## src/rtl/stepdown_seq_pkg.sv

```systemverilog
// stepdown_seq_pkg: shared state type and defaults for the stepdown dead-time sequencer.
// Latency: n/a (types and constants only).
// Backpressure: n/a.
// Contents: stepdown_dt_state_t, default dead-time width, default echo timeout, dead-time state test.
package stepdown_seq_pkg;

   typedef enum logic [2:0] {
      OFF   = 3'd0,
      LS_ON = 3'd1,
      DT_LH = 3'd2,
      HS_ON = 3'd3,
      DT_HL = 3'd4,
      FAULT = 3'd5
   } stepdown_dt_state_t;

   localparam int STEPDOWN_DT_W   = 6;
   localparam int STEPDOWN_TO_CYC = 15;   // must stay below 2**DT_W

   function automatic logic is_dt(input stepdown_dt_state_t s);
      return (s == DT_LH) || (s == DT_HL);
   endfunction

endpackage

```

## src/rtl/stepdown_deadtime_seq_if.sv

```systemverilog
// stepdown_deadtime_seq_if: control/status bundle between the stage controller and the sequencer.
// Latency: n/a (wires only).
// Backpressure: none; all signals are level-sampled every cycle.
// master drives en, pwm_req, dt_cfg and the delay-cell echo dly_o; slave drives dly_i, gates, busy, fault.
interface stepdown_deadtime_seq_if
   import stepdown_seq_pkg::*;
#(
   parameter int DT_W = STEPDOWN_DT_W
);
   logic            en;
   logic            pwm_req;
   logic [DT_W-1:0] dt_cfg;
   logic            dly_o;
   logic            dly_i;
   logic            hs_on;
   logic            ls_on;
   logic            busy;
   logic            fault;

   modport master (
      output en, pwm_req, dt_cfg, dly_o,
      input  dly_i, hs_on, ls_on, busy, fault
   );

   modport slave (
      input  en, pwm_req, dt_cfg, dly_o,
      output dly_i, hs_on, ls_on, busy, fault
   );
endinterface

```

## src/rtl/stepdown_echo_sync.sv

```systemverilog
// stepdown_echo_sync: two-flop synchroniser bringing the asynchronous delay-cell output into CELCLK.
// Latency: 2 cycles from d settling to q.
// Backpressure: none.
// Ports: CELCLK clock, CELRSTN sync active-low reset (q resets to 0), d async input, q synchronised output.
module stepdown_echo_sync (
   input  logic CELCLK,
   input  logic CELRSTN,
   input  logic d,
   output logic q
);
   logic meta;

   always_ff @(posedge CELCLK) begin
      if (!CELRSTN) begin
         meta <= 1'b0;
         q    <= 1'b0;
      end else begin
         meta <= d;
         q    <= meta;
      end
   end
endmodule

```

## src/rtl/stepdown_deadtime_seq.sv

```systemverilog
// stepdown_deadtime_seq: break-before-make sequencer turning pwm_req into mutually exclusive hs_on/ls_on.
// Latency: gate fall 1 cycle after request sample; gate rise max(dt_q,2)+1 cycles after dead-time entry.
// Backpressure: none; pwm_req changes during a dead time wait until the target gate has been on one cycle.
// Ports: CELCLK clock, CELRSTN sync active-low reset; bus (slave) takes en, pwm_req, dt_cfg, dly_o and
//        returns dly_i, hs_on, ls_on, busy, fault.  All outputs are registered.
// Build option STEPDOWN_DT_ECHO_EN: enables the delay-cell round trip (dly_i/dly_o) and echo-timeout fault.
//        Without it dly_i stays 0, dly_o is ignored, rise is at dt_q+1 and fault never asserts.
module stepdown_deadtime_seq
   import stepdown_seq_pkg::*;
#(
   parameter int DT_W   = STEPDOWN_DT_W,
   parameter int TO_CYC = STEPDOWN_TO_CYC
) (
   input  logic                  CELCLK,
   input  logic                  CELRSTN,
   stepdown_deadtime_seq_if.slave bus
);

`ifdef STEPDOWN_DT_ECHO_EN
   localparam bit ECHO_EN = 1'b1;
`else
   localparam bit ECHO_EN = 1'b0;
`endif

   localparam logic [DT_W-1:0] TO_V = DT_W'(TO_CYC);

   stepdown_dt_state_t state, nxt;
   logic [DT_W-1:0]    cnt, dt_q;
   logic               dly_i_q, hs_q, ls_q, busy_q, fault_q;
   logic               dly_o_sync;
   logic               echo_ok, done, timeout, dt_entry;

   stepdown_echo_sync u_echo_sync (
      .CELCLK  (CELCLK),
      .CELRSTN (CELRSTN),
      .d       (bus.dly_o),
      .q       (dly_o_sync)
   );

   // The echo has returned once the synchronised cell output matches what we last drove.
   assign echo_ok  = ECHO_EN ? (dly_o_sync == dly_i_q) : 1'b1;
   assign done     = (cnt >= dt_q) && echo_ok;
   assign timeout  = ECHO_EN && !echo_ok && (cnt == TO_V);
   assign dt_entry = is_dt(nxt) && !is_dt(state);

   always_comb begin
      nxt = state;
      case (state)
         OFF:     if (bus.en)       nxt = LS_ON;
         LS_ON:   if (bus.pwm_req)  nxt = DT_LH;
         HS_ON:   if (!bus.pwm_req) nxt = DT_HL;
         DT_LH:   if (timeout)      nxt = FAULT;
                  else if (done)    nxt = HS_ON;
         DT_HL:   if (timeout)      nxt = FAULT;
                  else if (done)    nxt = LS_ON;
         FAULT:                     nxt = FAULT;
         default:                   nxt = OFF;
      endcase
      // Dropping enable wins over everything, including a dead time that is just completing.
      if (!bus.en) nxt = OFF;
   end

   // Outputs are decoded from the next state so they change on the same edge as the state.
   always_ff @(posedge CELCLK) begin
      if (!CELRSTN) begin
         state   <= OFF;
         cnt     <= '0;
         dt_q    <= '0;
         dly_i_q <= 1'b0;
         hs_q    <= 1'b0;
         ls_q    <= 1'b0;
         busy_q  <= 1'b0;
         fault_q <= 1'b0;
      end else begin
         state   <= nxt;
         hs_q    <= (nxt == HS_ON);
         ls_q    <= (nxt == LS_ON);
         busy_q  <= is_dt(nxt);
         fault_q <= (nxt == FAULT);
         if (dt_entry) begin
            cnt     <= '0;
            dt_q    <= bus.dt_cfg;
            dly_i_q <= ECHO_EN & ~dly_i_q;   // one edge launched into the delay cell per dead time
         end else if (is_dt(state) && (cnt != '1)) begin
            cnt <= cnt + DT_W'(1);
         end
      end
   end

   assign bus.dly_i = dly_i_q;
   assign bus.hs_on = hs_q;
   assign bus.ls_on = ls_q;
   assign bus.busy  = busy_q;
   assign bus.fault = fault_q;

endmodule

```

## src/flat_wrapper.sv

```systemverilog
// flat-port wrapper written by rule: the top's interface ports become plain ports
module stepdown_deadtime_seq_flat import stepdown_seq_pkg::*;
#(
   parameter int DT_W   = STEPDOWN_DT_W,
   parameter int TO_CYC = STEPDOWN_TO_CYC
)
  (CELCLK, CELRSTN, bus_en, bus_pwm_req, bus_dt_cfg, bus_dly_o, bus_dly_i, bus_hs_on, bus_ls_on, bus_busy, bus_fault);
  stepdown_deadtime_seq_if #(.DT_W(DT_W)) bus_i ();
  input  logic CELCLK;
  input  logic CELRSTN;
  input wire logic [$bits(bus_i.en)-1:0] bus_en;
  input wire logic [$bits(bus_i.pwm_req)-1:0] bus_pwm_req;
  input wire logic [$bits(bus_i.dt_cfg)-1:0] bus_dt_cfg;
  input wire logic [$bits(bus_i.dly_o)-1:0] bus_dly_o;
  output wire logic [$bits(bus_i.dly_i)-1:0] bus_dly_i;
  output wire logic [$bits(bus_i.hs_on)-1:0] bus_hs_on;
  output wire logic [$bits(bus_i.ls_on)-1:0] bus_ls_on;
  output wire logic [$bits(bus_i.busy)-1:0] bus_busy;
  output wire logic [$bits(bus_i.fault)-1:0] bus_fault;
  assign bus_i.en = bus_en;
  assign bus_i.pwm_req = bus_pwm_req;
  assign bus_i.dt_cfg = bus_dt_cfg;
  assign bus_i.dly_o = bus_dly_o;
  assign bus_dly_i = bus_i.dly_i;
  assign bus_hs_on = bus_i.hs_on;
  assign bus_ls_on = bus_i.ls_on;
  assign bus_busy = bus_i.busy;
  assign bus_fault = bus_i.fault;
  stepdown_deadtime_seq #(.DT_W(DT_W), .TO_CYC(TO_CYC)) u_core (.CELCLK(CELCLK), .CELRSTN(CELRSTN), .bus(bus_i));
endmodule
```

## config.mk

```make
export PLATFORM = sky130hd
export DESIGN_NAME = stepdown_deadtime_seq_flat
export DESIGN_NICKNAME = d
export VERILOG_FILES = /design/src/rtl/stepdown_seq_pkg.sv /design/src/rtl/stepdown_deadtime_seq_if.sv /design/src/rtl/stepdown_echo_sync.sv /design/src/rtl/stepdown_deadtime_seq.sv /design/src/flat_wrapper.sv
export SDC_FILE = /design/constraint.sdc
export NUM_CORES = 1
export LEC_CHECK = 0
export BUFFER_PORTS_ARGS = -buffer_cell sky130_fd_sc_hd__buf_2
export CORE_MARGIN = 2
export CORE_UTILIZATION = 50
export DETAILED_ROUTE_END_ITERATION = 8
export GPL_ROUTABILITY_DRIVEN = 0
export HOLD_SLACK_MARGIN = 0.03
export PLACE_DENSITY = 0.72
export RECOVER_POWER = 25
export SETUP_SLACK_MARGIN = 0.05
export SLEW_MARGIN = 10
export SYNTH_ARGS = -nofsm -noshare
export SYNTH_HDL_FRONTEND = slang
export SYNTH_SLANG_ARGS = --single-unit
```

## constraint.sdc

```tcl
create_clock -name CELCLK -period 2.4 [get_ports CELCLK]
set_clock_uncertainty 0.1 [all_clocks]
set_input_delay 0.24 -clock CELCLK [delete_from_list [all_inputs] [get_ports CELCLK]]
set_output_delay 0.24 -clock CELCLK [all_outputs]
set_load 0.02 [all_outputs]
```

; ---- Word level (Yosys, flattened, before mapping)
; Cells that the tools add are included.
[word_totals]
word_cells = 34
inputBits = 11
regBits = 19
output_inout_bits = 5
[op_classes]
n_reduce_logical = 7
order_cmp = 1
muxes = 6
n_bitwise = 1
n_eq_ne = 11
add_sub_neg = 1
[ops]
columns = op, n
row1 = case mux 3 bit (6 select lines), 1
row2 = 2-to-1 mux 3 bit, 5
row3 = "equality test 3 x 2 -> 1 bit, second input constant", 4
row4 = "equality test 3 bit, second input constant", 4
row5 = "adder 6 x 1 -> 6 bit, second input constant", 1
row6 = "equality test 3 x 1 -> 1 bit, second input constant", 2
row7 = greater-or-equal comparator 6 bit, 1
row8 = "!= test 6 bit, second input constant", 1
row9 = zero test 3 bit, 1
row10 = logical AND 1 bit, 2
row11 = logical OR 1 bit, 2
row12 = OR reduction 2 bit, 1
row13 = zero test 1 bit, 1
row14 = inverter 1 bit, 1

; ---- Depth between registers and ports, before layout
; Gate-level depths: netlist of run 1.
[logic_depth]
depth_word = 8
depth_mapped = 7
depth_no_buf = 7

; ---- Least setup slack after synthesis of run 1
; No wires, ideal clock.
[synth_timing]
kind = reg2reg
start = reg u_core.cnt[0]
end = reg u_core.busy_q, in the netlist u_core.bus.busy
synth_period_minus_slack_ps = 1759
setup_time_ps = 127
required_ps = 2173
arrival_ps = 1532
n_path_buf = 0
path_stages_with_launch = 8
path_slack_ps = 641
cell_sequence = dfxtp_1 -> inv_1 -> ha_1 -> nand2b_1 -> a21oi_1 -> o221ai_1 -> a2111oi_0 -> or3_1
[synth_between]
elab_chain_len = 6
elab_cells_between_ends = 8
classes_between = 1 x order compare / 2 x eq/ne / 4 x mux / 1 x reduce/logical
[synth_lines]
columns = item, line
row1 = from (decl), stepdown_deadtime_seq.sv:28  ; logic [DT_W-1:0] cnt, dt_q;
row2 = from (signal assigned), stepdown_deadtime_seq.sv:85  ; cnt <= cnt + DT_W'(1);
row3 = greater-or-equal comparator 6 bit *, stepdown_deadtime_seq.sv:42  ; assign done = (cnt >= dt_q) && echo_ok;
row4 = "2-to-1 mux 3 bit, on equally long branches", "stepdown_deadtime_seq.sv:55, stepdown_deadtime_seq.sv:53"
row5 = case mux 3 bit (6 select lines) *, stepdown_deadtime_seq.sv:48  ; case (state)
row6 = 2-to-1 mux 3 bit *, stepdown_deadtime_seq.sv:60  ; if (!bus.en) nxt = OFF;
row7 = equality test 3 x 2 -> 1 bit or equality test 3 bit (tied branches), stepdown_seq_pkg.sv:20  ; return (s == DT_LH) || (s == DT_HL);
row8 = logical OR 1 bit *, stepdown_seq_pkg.sv:20
row9 = to (signal assigned), stepdown_deadtime_seq.sv:78  ; busy_q <= is_dt(nxt);
row10 = to (decl), stepdown_deadtime_seq.sv:29  ; logic dly_i_q, hs_q, ls_q, busy_q, fault_q;
; Mark *: on every way between the ends. The rest lies on a longest branch, timed or not.
; A chain may end at the register's enable or synchronous reset.

; ---- Worst setup path after layout of run 1
; Ends and elaborated chain as after synthesis.

==> results.sh, run 1 <==
export IMPL_setup_tns_final_ps=0
export IMPL_rrSetupSlack_ps=470
export IMPL_path_class="reg -> reg"
export IMPL_rows=16
export IMPL_vias=742
export IMPL_finalSetupViolations=0
export IMPL_final_cell_mix="19 x dfxtp_1, 9 x inv_1, 9 x buf_2, 8 x nor2_1, 8 x mux2i_1"
export IMPL_dp_hpwl_mm=1.24
export IMPL_grt_pass1_wl_mm=2.59
export IMPL_min_period_over_period_pct=80.5
export IMPL_end_kind="flop"
export IMPL_wl_mm=1.55
export IMPL_utilization_pct=57.0
export IMPL_max_freq_ghz=0.518
export IMPL_finalHoldViolCount=0
export IMPL_viasPerCell=5.08
export IMPL_synth_seq_cells=19
export IMPL_cap_viol_max_count=0
export IMPL_diodes=0
export IMPL_cp_arrival_ps=2010
export IMPL_cts_resized_gates=0
export IMPL_synth_avg_cell_area_um2=9.33
export IMPL_cts_max_level=1
export IMPL_grt_util_all_layers_pct=16.2
export IMPL_start_util_pct=51.5
export IMPL_syn_inst=105
export IMPL_clockBufferDepth=2
export IMPL_rsz0062_at_grt="false"
export IMPL_outcome="completed"
export IMPL_clock_sinks=19
export IMPL_power_density_nw_per_um2=492
export IMPL_min_path_type="in -> reg"
export IMPL_ctsRootBufferMaster="clkbuf_4"
export IMPL_p_leak_uw=0.000417
export IMPL_start_kind="flop"
export IMPL_clk_pin_slew_ps=110
export IMPL_die_x_um=48.3
export IMPL_cp_required_ps=2480
export IMPL_yosysSeqAreaShare_pct=38.8
export IMPL_final_nets=138
export IMPL_synthesis_area_um2=980
export IMPL_tightestPinTransition_ps=585
export IMPL_crit_fanout=5
export IMPL_nFillCells=184
export IMPL_ant_nets=0
export IMPL_synth_cell_types=32
export IMPL_drc=0
export IMPL_drive_gt1_share_pct=12.6
export IMPL_final_min_clock_period_ps=1930
export IMPL_drt_iter0_markers=6
export IMPL_relSlewSlack_pct=60.8
export IMPL_syn2layout_area_growth_pct=10.7
export IMPL_overflow=0
export IMPL_cts_tree="done"
export IMPL_portBuffers=13
export IMPL_final_common_cell="dfxtp_1"
export IMPL_yosysWarnings=0
export IMPL_fp_dieH_um=48.3
export IMPL_cts_buffers=3
export IMPL_die_area_um2=2330
export IMPL_avgRoutedWirePerCell_um=10.6
export IMPL_dr_pass1_iters=4
export IMPL_grt_pass1_vias=615
export IMPL_clkLatencyLatePin_ps=290
export IMPL_power_uw=534
export IMPL_ios=16
export IMPL_syn_num_nets=123
export IMPL_ir_worst_vdd_mv=0.368
export IMPL_slew_viol_final=0
export IMPL_post_cts_buffers=0
export IMPL_grt_max_degree=12
export IMPL_cts_hold_buf=0
export IMPL_core_um2=1900
export IMPL_grt_antenna_before_repair=0
==> where the power goes <==
group          leakage, uW  switching, uW  internal (uW)  total [uW]
clock network    0.0000177           95.8           61.9         158
registers         0.000154           5.62            321         327
logic             0.000246           27.1           22.4        49.4
total             0.000417            129            405         534
==> sequential cells by signal, indices dropped and copies added, names as in the netlist <==
name / cells
u_core.state: 3
u_core.bus.busy: 1
u_core.cnt: 6
u_core.dt_q: 6
u_core.bus.ls_on: 1
u_core.bus.fault: 1
u_core.bus.hs_on: 1
==> stage by stage <==
| step | cell area, um^2 | hold slack, ps | setup WS (ps) | instances |
|---|---|---|---|---|
| floorplan | 980 | 239 | 641 | 105 |
| global placement | 1060 | 369 | 481 | 142 |
| detailed placement | 1060 | 373 | 493 | 142 |
| CTS | 1090 | 54.8 | 441 | 146 |
| global route | 1080 | 58.1 | 277 | 146 |
| finish | 1080 | 57.9 | 468 | 146 |
==> synthesized netlist by cell type <==
library cell	number	area share, %
o21ai_0	3	1.5
a221oi_2	1	1.5
nor2b_1	6	3.8
buf_2	1	0.51
inv_1	9	3.4
conb_1	1	0.38
buf_4	1	0.77
clkbuf_1	1	0.38
or3_1	1	0.64
nor4b_1	1	0.89
o221ai_1	1	0.89
xor2_1	4	3.6
mux2i_1	8	8.2
nand2b_1	4	2.6
a211oi_1	2	1.5
nand4_1	4	2.6
xnor2_1	2	1.8
ha_1	7	8.9
nor3_1	2	1.0
a21oi_1	3	1.5
nor4b_4	1	2.4
nor4_1	2	1.3
nor2_1	8	3.1
dfxtp_1	19	39
a2111oi_0	1	0.89
and2_1	2	1.3
a2bb2oi_1	1	0.89
a22oi_1	1	0.77
and3_1	1	0.64
o21a_1	1	0.77
nand2_1	5	1.9
a21o_1	1	0.77
==> metal layers <==
metal  vias up  wire [um]  part of all wire (%)  GRT usage, %
met5         -          0                     0             0
met4         0         15                  0.97          6.49
met3         2         52                   3.3          4.44
met2        12        731                    47          25.5
met1       337        755                    49          21.0
li1        391          -                     -             -
==> cells by family after synthesis <==
| group | share of synthesized area (%) |
|---|---|
| AO/OA/AOI/OAI | 11.1 |
| XOR/XNOR | 5.36 |
| adder cells (fa/ha/maj) | 8.94 |
| buffers and inverters | 5.11 |
| flip-flops | 38.8 |
| multiplexers | 8.17 |
| other | 0.383 |
| AND/OR/NAND/NOR | 22.1 |
==> layout make-up <==
type                    count  area (um^2)  share of cell area (%)
repair buffers             13         60.1                    5.54
well taps                  27         33.8                    3.11
multi-input cells          74          549                    50.6
flip-flops and latches     19          380                    35.1
clock inverters             1         5.00                   0.461
inverters                   9         33.8                    3.11
clock buffers               3         22.5                    2.08
==> worst max-delay path: stages (launching register included) <==
cell	delay, ps
dfxtp_1	430
inv_1	60
ha_1	260
nand2b_1	90
a21oi_1	60
o221ai_1	330
a2111oi_0	120
or3_1	370
==> worst paths after layout <==
check / startpoint / to / cells past startpoint
setup / recovery: u_core.cnt[0]$_SDFFE_PP0P_ / u_core.bus.busy$_SDFF_PN0_ / 7
setup reg to reg: u_core.cnt[0]$_SDFFE_PP0P_ / u_core.bus.busy$_SDFF_PN0_ / 7
hold / removal: bus_en / u_core.bus.ls_on$_SDFF_PN0_ / 2
hold reg to reg: u_core.dt_q[3]$_SDFFE_PN0P_ / u_core.dt_q[3]$_SDFFE_PN0P_ / 2
No activity file was read; power rests on OpenSTA's default activity.
==> inputs of run 2 (changes only) <==
--- a/config.mk
+++ b/config.mk
@@ -5,13 +5,14 @@
 export SDC_FILE = /design/constraint.sdc
 export NUM_CORES = 1
 export LEC_CHECK = 0
+export ABC_AREA = 1
 export BUFFER_PORTS_ARGS = -buffer_cell sky130_fd_sc_hd__buf_2
 export CORE_MARGIN = 2
-export CORE_UTILIZATION = 50
+export CORE_UTILIZATION = 49
 export DETAILED_ROUTE_END_ITERATION = 8
 export GPL_ROUTABILITY_DRIVEN = 0
 export HOLD_SLACK_MARGIN = 0.03
-export PLACE_DENSITY = 0.72
+export PLACE_DENSITY = 0.73
 export RECOVER_POWER = 25
 export SETUP_SLACK_MARGIN = 0.05
 export SLEW_MARGIN = 10
==> constraint.sdc (replaced) <==
create_clock -name CELCLK -period 1.7 [get_ports CELCLK]
set_clock_uncertainty 0.1 [all_clocks]
set_input_delay 0.17 -clock CELCLK [delete_from_list [all_inputs] [get_ports CELCLK]]
set_output_delay 0.17 -clock CELCLK [all_outputs]
set_load 0.02 [all_outputs]
==> run 2 against run 1 <==
The run now ends with negative setup slack left. Clock-buffer cell count up 1. Global-route usage is 3.3 points higher. Sequential power increased by 41%. Sequential share of layout area is 9.5 points lower. First-iteration DRC count up 130%. Register-to-register slack lost 600 ps. Critical path depth rose by 6. Power grew 57%. Combinational power grew to 2.8 times the previous value. Fmax rose by 5.5%. Area after synthesis up 10%.
==> results.sh, run 2 <==
export IMPL_outcome="finished, violations left"
export IMPL_failed_checks="negative setup slack"
export IMPL_cpMostUsedCell="nand2_2"
export IMPL_clkLatencyLatePin_ps=310
export IMPL_cts_max_level=1
export IMPL_cp_slowest_cell="dfxtp_1"
export IMPL_synth_top_cell_by_area="dfxtp_1"
export IMPL_p_leak_uw=0.000712
export IMPL_stdcell_count=212
export IMPL_utilization_pct=75.1
export IMPL_dr_pass1_iters=4
export IMPL_cts_hold_buf=0
export IMPL_clock_sinks=19
export IMPL_avgRoutedWirePerCell_um=12.0
export IMPL_cpPeakStageDelay_ps=350
export IMPL_cp_cell_sequence="inv_2 > ha_4 > nand2_2 > nor2_1 > nand2_2 > nand3_2 > nand2_2 > nand2_4 > nand2_8 > buf_12 > nand4_1 > nand2_1 > nor2_1"
export IMPL_power_uw=840
export IMPL_synth_common_cells="33 x inv_1, 33 x nand2_1, 19 x dfxtp_1"
export IMPL_die_area_um2=2590
export IMPL_portBuffers=13
export IMPL_rows=16
export IMPL_cts_buffers=3
export IMPL_path_class="reg -> reg"
export IMPL_final_cell_mix="28 x inv_1, 23 x nand2_1, 13 x dfxtp_1"
export IMPL_syn2layout_area_growth_pct=40.8
export IMPL_ctsRootBufferMaster="clkbuf_4"
export IMPL_grt_pass1_wl_mm=3.75
export IMPL_end_kind="flop"
export IMPL_crit_fanout=6
export IMPL_nFillCells=154
export IMPL_synth_main_ff_cell="dfxtp_1"
export IMPL_grt_max_degree=11
export IMPL_synth_seq_cells=19
export IMPL_placed_cells=201
export IMPL_cap_viol_max_count=0
export IMPL_max_freq_ghz=0.546
export IMPL_yosysTopAreaCellShare_pct=35.3
export IMPL_synth_avg_cell_area_um2=7.10
export IMPL_syn_inst=152
export IMPL_synth_edf_count=0
export IMPL_finalSetupViolations=14
export IMPL_yosysWarnings=0
export IMPL_cp_arrival_ps=1980
export IMPL_core_um2=2020
export IMPL_cp_required_ps=1850
export IMPL_vias=1038
export IMPL_regArea_um2=388
export IMPL_synthesis_area_um2=1080
export IMPL_synth_cell_types=26
export IMPL_rsz0062_at_grt="true"
export IMPL_final_nets=204
export IMPL_drc=0
export IMPL_die_x_um=50.9
export IMPL_diodes=0
export IMPL_start_util_pct=53.3
export IMPL_final_common_cell="inv_1"
export IMPL_drive_gt1_share_pct=45.4
export IMPL_timing_final_ws_setup_ps=-132
export IMPL_synth_area_leaders="dfxtp_1 35%, inv_1 11%, nand2_1 11%"
export IMPL_dp_hpwl_mm=1.60
export IMPL_wl_mm=2.54
export IMPL_synthArstFlopShare_pct=0
export IMPL_fp_dieH_um=50.9
export IMPL_ios=16
export IMPL_critPathBufInv=2
export IMPL_start_kind="flop"
export IMPL_yosysSeqAreaShare_pct=35.3
export IMPL_ir_worst_vdd_mv=0.717
export IMPL_multi_input_area_um2=698
export IMPL_grt_util_all_layers_pct=19.5
export IMPL_drt_iter0_markers=14
export IMPL_min_period_over_period_pct=108
export IMPL_final_min_clock_period_ps=1830
export IMPL_rrSetupSlack_ps=-130
export IMPL_cts_tree="done"
export IMPL_critPathTopFamily="simple AND/OR/NAND/NOR gates"
export IMPL_viasPerCell=4.90
export IMPL_clockBufferDepth=2
export IMPL_clk_pin_slew_ps=110
export IMPL_slew_viol_final=0
export IMPL_finalHoldViolCount=0
export IMPL_power_density_nw_per_um2=553
export IMPL_top_regs="u_core.cnt (6), u_core.dt_q (6), u_core.state (3)"
export IMPL_grt_antenna_before_repair=0
export IMPL_overflow=0
export IMPL_min_path_type="in -> reg"
export IMPL_ant_nets=0
export IMPL_syn_num_nets=170
export IMPL_grt_pass1_vias=911
[run 2: cell types whose count changed after synthesis, sizes merged, moves of 4 or more]
cell    delta
inv       +26
mux2i      -8
nand2     +33
nand2b     -4
nand3      +9
nor2      +10
nor2b      -6
[run 2: area by class of cell]
class | count | share of cell area, %
well taps | 27 | 2.22
clock buffers | 4 | 1.73
repair buffers | 32 | 15.9
multi-input cells | 95 | 46.0
flip-flops and latches | 19 | 25.5
inverters | 35 | 8.65
[run 2: where the power goes]
part / internal (uW) / leakage, uW / total (uW) / switching, uW
Clock: 91.8 / 0.0000150 / 240 / 148
Combinational: 57.9 / 0.000540 / 139 / 81.4
Sequential: 455 / 0.000157 / 461 / 5.70
Total: 605 / 0.000712 / 840 / 236
[run 2: path summary, 6_finish.rpt]
path	from	end	depth (start not counted)
worst min register to register	u_core.dt_q[0]$_SDFFE_PN0P_	u_core.dt_q[0]$_SDFFE_PN0P_	4
worst max-delay path	u_core.dt_q[5]$_SDFFE_PN0P_	u_core.dt_q[2]$_SDFFE_PN0P_	13
worst min-delay path	CELRSTN	u_core.dt_q[0]$_SDFFE_PN0P_	3
worst max register to register	u_core.dt_q[5]$_SDFFE_PN0P_	u_core.dt_q[2]$_SDFFE_PN0P_	13
[run 2: kinds of logic after synthesis]
family	after synthesis	share of synthesized area (%)
AND/OR/NAND/NOR	75	34.3
buffers and inverters	38	14.4
flip-flops	19	35.3
AO/OA/AOI/OAI	8	4.29
adder cells (fa/ha/maj)	7	8.12
XOR/XNOR	4	3.25
other	1	0.348
[run 2: repair_timing]
action,in CTS,in global routing
gates resized for setup,18,27
endpoints found under the setup margin,17,18
buffers inserted,3,8
pin swaps,21,20
gates cloned,0,0
[run 2: per-stage QoR]
| stage | setup TNS, ps | setup WS (ps) | hold WS, ps | instance area (um^2) |
|---|---|---|---|---|
| detailed placement | -1310 | -129 | 390 | 1270 |
| CTS | -463 | -55.1 | 58.3 | 1400 |
| global placement | -732 | -85.6 | 387 | 1270 |
| finish | -1120 | -132 | 58.9 | 1520 |
| global route | -2890 | -243 | 79.2 | 1520 |
| floorplan | 0 | 50.8 | 234 | 1100 |
[run 2: layer usage]
metal | vias up | share of wire [%] | track usage [%]
li1 | 529 | - | -
met4 | 0 | 3.7 | 9.46
met3 | 9 | 2.7 | 3.51
met5 | - | 0 | 0
met1 | 481 | 44 | 24.3
met2 | 19 | 50 | 32.3
[run 2: worst register-to-register path: stages, from the launching register on]
cell     delay (ps)
dfxtp_1         350
inv_2            50
ha_4            260
nand2_2          40
nor2_1          120
nand2_2          90
nand3_2          80
nand2_2          70
nand2_4         110
nand2_8          80
buf_12          140
nand4_1          80
nand2_1          70
nor2_1          110
